===== src/rtl/cnt_pkg.sv =====
// Shared types and configuration checks for the parametrised up/down counter.
package cnt_pkg;

  typedef enum logic {CNT_DOWN = 1'b0, CNT_UP = 1'b1} cnt_dir_e;
  typedef enum logic {CNT_WRAP = 1'b0, CNT_SAT = 1'b1} cnt_mode_e;

  localparam int unsigned CNT_MIN_WIDTH = 2;
  localparam int unsigned CNT_MAX_WIDTH = 32;

  // True when width, modulus and reset value form a usable counter.
  function automatic bit cnt_cfg_ok(input int unsigned     width,
                                    input longint unsigned max_val,
                                    input longint unsigned rst_val);
    longint unsigned lim;
    if (width < CNT_MIN_WIDTH || width > CNT_MAX_WIDTH) return 1'b0;
    lim = (64'd1 << width) - 64'd1;
    return (max_val >= 64'd1) && (max_val <= lim) && (rst_val <= max_val);
  endfunction

endpackage


===== src/rtl/cnt_next_val.sv =====
// Combinational next-count step: one count in the chosen direction, with
// boundary detection and wrap/saturate handling, computed at WIDTH+1 bits.
module cnt_next_val
  import cnt_pkg::*;
#(
  parameter int unsigned WIDTH   = 4,
  parameter int unsigned MAX_VAL = 9
) (
  input  logic [WIDTH-1:0] count,
  input  cnt_dir_e         dir,
  input  cnt_mode_e        mode,
  output logic [WIDTH-1:0] next_c,
  output logic             at_bound_c,
  output logic             wrap_c
);

  localparam logic [WIDTH:0]   MAX_EXT = (WIDTH+1)'(MAX_VAL);
  localparam logic [WIDTH-1:0] MAX_W   = WIDTH'(MAX_VAL);

  logic [WIDTH:0] cnt_ext;
  logic [WIDTH:0] inc;
  logic [WIDTH:0] dec;

  assign cnt_ext = {1'b0, count};
  assign inc     = cnt_ext + (WIDTH+1)'(1);
  assign dec     = cnt_ext - (WIDTH+1)'(1);

  // Up boundary: the increment passes MAX_VAL; down boundary: the decrement borrows.
  always_comb begin
    next_c     = count;
    at_bound_c = 1'b0;
    wrap_c     = 1'b0;
    if (dir == CNT_UP) begin
      at_bound_c = (inc > MAX_EXT);
      if (!at_bound_c) begin
        next_c = inc[WIDTH-1:0];
      end else if (mode == CNT_WRAP) begin
        next_c = '0;
        wrap_c = 1'b1;
      end
    end else begin
      at_bound_c = dec[WIDTH];
      if (!at_bound_c) begin
        next_c = dec[WIDTH-1:0];
      end else if (mode == CNT_WRAP) begin
        next_c = MAX_W;
        wrap_c = 1'b1;
      end
    end
  end

endmodule


===== src/rtl/param_updown_counter.sv =====
// Parametrised up/down counter with clamped load, wrap/saturate mode, cascade tc
// and a registered wrap pulse. CNT_STICKY_FLAGS_EN adds sticky ovf/udf flags.
module param_updown_counter
  import cnt_pkg::*;
#(
  parameter int unsigned WIDTH   = 4,
  parameter int unsigned MAX_VAL = 9,
  parameter int unsigned RST_VAL = 0
) (
  input  logic             clk,
  input  logic             rst,
  input  logic             en,
  input  logic             load,
  input  logic [WIDTH-1:0] data,
  input  logic             up_down,
  input  logic             sat_mode,
`ifdef CNT_STICKY_FLAGS_EN
  input  logic             flag_clr,
  output logic             ovf,
  output logic             udf,
`endif
  output logic [WIDTH-1:0] count,
  output logic             tc,
  output logic             wrap
);

  localparam bit               CFG_OK = cnt_cfg_ok(WIDTH, 64'(MAX_VAL), 64'(RST_VAL));
  localparam logic [WIDTH-1:0] MAX_W  = WIDTH'(MAX_VAL);
  localparam logic [WIDTH-1:0] RST_W  = WIDTH'(RST_VAL);

  generate
    if (!CFG_OK) begin : g_bad_cfg
      $error("param_updown_counter: illegal WIDTH/MAX_VAL/RST_VAL combination");
    end
  endgenerate

  cnt_dir_e         dir;
  cnt_mode_e        mode;
  logic [WIDTH-1:0] step_val;
  logic             at_bound;
  logic             step_wrap;
  logic [WIDTH-1:0] load_val;
  logic [WIDTH-1:0] count_d;
  logic             wrap_d;

  assign dir  = cnt_dir_e'(up_down);
  assign mode = cnt_mode_e'(sat_mode);

  cnt_next_val #(
    .WIDTH   (WIDTH),
    .MAX_VAL (MAX_VAL)
  ) u_next (
    .count      (count),
    .dir        (dir),
    .mode       (mode),
    .next_c     (step_val),
    .at_bound_c (at_bound),
    .wrap_c     (step_wrap)
  );

  // Loads above the modulus clamp so count never leaves 0..MAX_VAL.
  assign load_val = ({1'b0, data} > {1'b0, MAX_W}) ? MAX_W : data;
  assign tc       = en & ~load & at_bound;

  always_comb begin
    count_d = count;
    wrap_d  = 1'b0;
    if (load) begin
      count_d = load_val;
    end else if (en) begin
      count_d = step_val;
      wrap_d  = step_wrap;
    end
  end

  always_ff @(posedge clk) begin
    if (!rst) begin
      count <= RST_W;
      wrap  <= 1'b0;
    end else begin
      count <= count_d;
      wrap  <= wrap_d;
    end
  end

`ifdef CNT_STICKY_FLAGS_EN
  logic ovf_set;
  logic udf_set;

  // A boundary step sets its flag regardless of mode; set beats clear.
  assign ovf_set = tc & up_down;
  assign udf_set = tc & ~up_down;

  always_ff @(posedge clk) begin
    if (!rst) begin
      ovf <= 1'b0;
      udf <= 1'b0;
    end else begin
      ovf <= ovf_set | (ovf & ~flag_clr);
      udf <= udf_set | (udf & ~flag_clr);
    end
  end
`endif

endmodule


===== config.mk =====
export PLATFORM = sky130hd
export DESIGN_NAME = param_updown_counter
export DESIGN_NICKNAME = d
export VERILOG_FILES = /design/src/rtl/cnt_pkg.sv /design/src/rtl/cnt_next_val.sv /design/src/rtl/param_updown_counter.sv
export SDC_FILE = /design/constraint.sdc
export NUM_CORES = 1
export LEC_CHECK = 0
export BUFFER_PORTS_ARGS = -buffer_cell sky130_fd_sc_hd__buf_2
export CAP_MARGIN = 0
export CORE_ASPECT_RATIO = 1.4
export CORE_UTILIZATION = 30
export CTS_CLUSTER_DIAMETER = 100
export DETAILED_ROUTE_END_ITERATION = 8
export SLEW_MARGIN = 30
export SYNTH_ARGS = -nofsm -noshare
export SYNTH_HDL_FRONTEND = slang
export SYNTH_SLANG_ARGS = --single-unit

===== constraint.sdc =====
create_clock -name clk -period 3 [get_ports clk]
set_input_delay 0.45 -clock clk [delete_from_list [all_inputs] [get_ports clk]]
set_output_delay 0.45 -clock clk [all_outputs]
set_load 0.02 [all_outputs]

==> run metrics <==
status=finished clean; Vias=between 600 and 700; gpl congestion=0.8476; Synth area leader=dfxtp_1; final worst slack=0.5478 ns; die footprint=2135 sq um; clock edge transition at the registers on the reported setup and hold paths=roughly 0.040 ns; crit-path max FO=10; total power=264.5 uW; asr flop ratio synth=0; Congestion Overflow GR=0; die extent in y=54.28 um; storage element area=approximately 100 sq um; met3 Resource Use GR=0.04472; number of global-route vias before repair=539; EDFF count, synth=0; Vias/cell=5.565; dpl cells=between 100 and 150; crit path capture type=output port; top cells by area, synth=dfxtp_1 17%, ha_1 6.4%, buf_6 5.8%; row count=18; Tightest Hold Check Type=input pin to register; CTS-repair resized insts=0; IO Port Bufs=15; Iter 0 DRT Violations=9; Synth cell types=34; synthesized flop and latch total=5; Fillers=195; # IOs=16; VDD IR max=0.0003777 V; Synth Area in Compound Gates=0.3333; GR Util met2=0.2639; CTS tree=built; Die X=roughly 40 um; layout cells sized above 1=0.2841; final hold violations=0; clock skew=0.004504 ns; most numerous cell in the Yosys netlist=inv_1; Gate Count Post-Synth=73; leakage power total=0.2663 nW; slew at the pin with the worst max-slew slack=0.4880 ns; Setup Buffers After CTS=0; crit path DAT=roughly 2 ns; synth-to-layout area growth=14.53%; initial antenna violation count=0; FF-to-FF Start=count[0]$_SDFFE_PN0P_; Syn Std Cell Area=around 600 sq um; Synth warnings=0; setup violators final=0; total CTS buffers=3; Synth Area in Simple Gates=0.2521; Mean Syn Cell Area=around 8 sq um; Max clock buf depth=2; placed wire-length estimate=between 1000 and 1500 um; Period minus WS final=around 2.5 ns; WP data required=2.55 ns; kind of critical path=register to output port; multi-input logic area=417.9 sq um; gr usage total=0.1423; Hold WS=between 0.4 and 0.5 ns; H-tree depth=1; clock net sink count=5; Max Fclk=between 400 and 500 MHz; Setup crit start kind=register; worst hold path depth=2; synthesized net count=86; hold path startpoint=sat_mode; Root Buffer=clkbuf_4; power per cell area=394.4 nW/um^2; largest net degree at the start of global routing=14; drt total wl=between 1000 and 1500 um; DP Area=644.4 sq um; drt drc=0; Cell Count, Final, Fillers Out=108; Nets=102; First-pass DRT Iterations=4; multiplexer area fraction after synthesis=0.03419; RSZ-0062 raised after global routing=false; GR peak layer=met2; setup TNS=0 ns; first-pass GRT wire length=2152 um; dpl ws=0.8022 ns; Seq/Total Area, Yosys=0.1709; Final Util=0.3722; R2R depth=7; met1 usage=0.1386; Routed wire per std cell=12.28 um; area of the core=1802 sq um; Final ANT Viol Nets=0; Synth Area in Adders=0.06410; worst skew pair latency=between 0.2 and 0.25 ns; XOR/XNOR Fraction of Synth Area=0.02991; hold buffers post-CTS=0; Tcrit/Tclk final=0.8174; Max Transition Viols Final=0; Initial Util=0.3250; Worst R2R Setup Slack=0.85 ns; dominant register cell in the synthesized netlist=dfxtp_1; crit path from=count[0]$_SDFFE_PN0P_; design area=670.6 sq um; Slew headroom=0.6705; final antenna diode count=0; largest family of logic cells by synthesized area=compound AO/OA/AOI/OAI gates; Synth top area share=0.1709; Max-cap violations=0
[final timing paths]
| kind | to |
|---|---|
| hold reg to reg | count[0]$_SDFFE_PN0P_ |
| setup / recovery | tc |
| setup reg to reg | count[2]$_SDFFE_PN0P_ |
| hold / removal | wrap$_SDFF_PP0_ |
[where the power goes]
| part | total, mW | internal (mW) | switching, mW |
|---|---|---|---|
| Sequential | 0.0850 | 0.0722 | 0.0127 |
| Combinational | 0.103 | 0.0442 | 0.0590 |
| Clock | 0.0763 | 0.0502 | 0.0261 |
| Total | 0.264 | 0.167 | 0.0978 |
[layout by cell type (no fill, tap or decap), types with 2 or more instances in the layout]
cell	instances
buf_2	15
inv_1	7
o21ai_0	5
nand3_1	5
a21oi_1	5
nand2_1	5
dfxtp_1	5
nor2_1	3
nand3b_1	3
ha_1	3
clkbuf_4	3
nor2b_1	2
xnor2_1	2
a221oi_1	2
o311ai_0	2
mux2i_1	2
[layout make-up]
| class | instances | share of cell area |
|---|---|---|
| clock buffer | 4 | 0.03918 |
| inverter | 7 | 0.03918 |
| multi-input combinational | 57 | 0.6231 |
| sequential | 5 | 0.1493 |
| tap | 20 | 0.03731 |
| timing repair buffer | 15 | 0.1119 |
[registers in the layout, indices dropped and copies added, names as in the netlist]
name and cells:
count 4, wrap 1
[kinds of logic (layout without fill, tap and decap cells)]
logic type / Yosys count / in the layout
compound gates: 25 / 25
xor+xnor: 2 / 2
fa+ha+maj: 3 / 3
buf+inv: 11 / 26
flops: 5 / 5
mux: 2 / 2
simple gates: 25 / 25
[critical path, cell delays in order, from the launching register on]
cell and delay [ns]:
dfxtp_1 0.49, inv_1 0.11, ha_1 0.32, and2b_2 0.22
o21ai_2 0.19, a21oi_1 0.15, nor2_1 0.12, buf_2 0.17
[metal layers]
| layer | vias up | share of wire |
|---|---|---|
| met5 | - | 0 |
| met4 | 0 | 0.048 |
| met3 | 6 | 0.039 |
| met2 | 22 | 0.53 |
| met1 | 270 | 0.38 |
| li1 | 303 | - |
No activity file was read; power rests on OpenSTA's default activity.
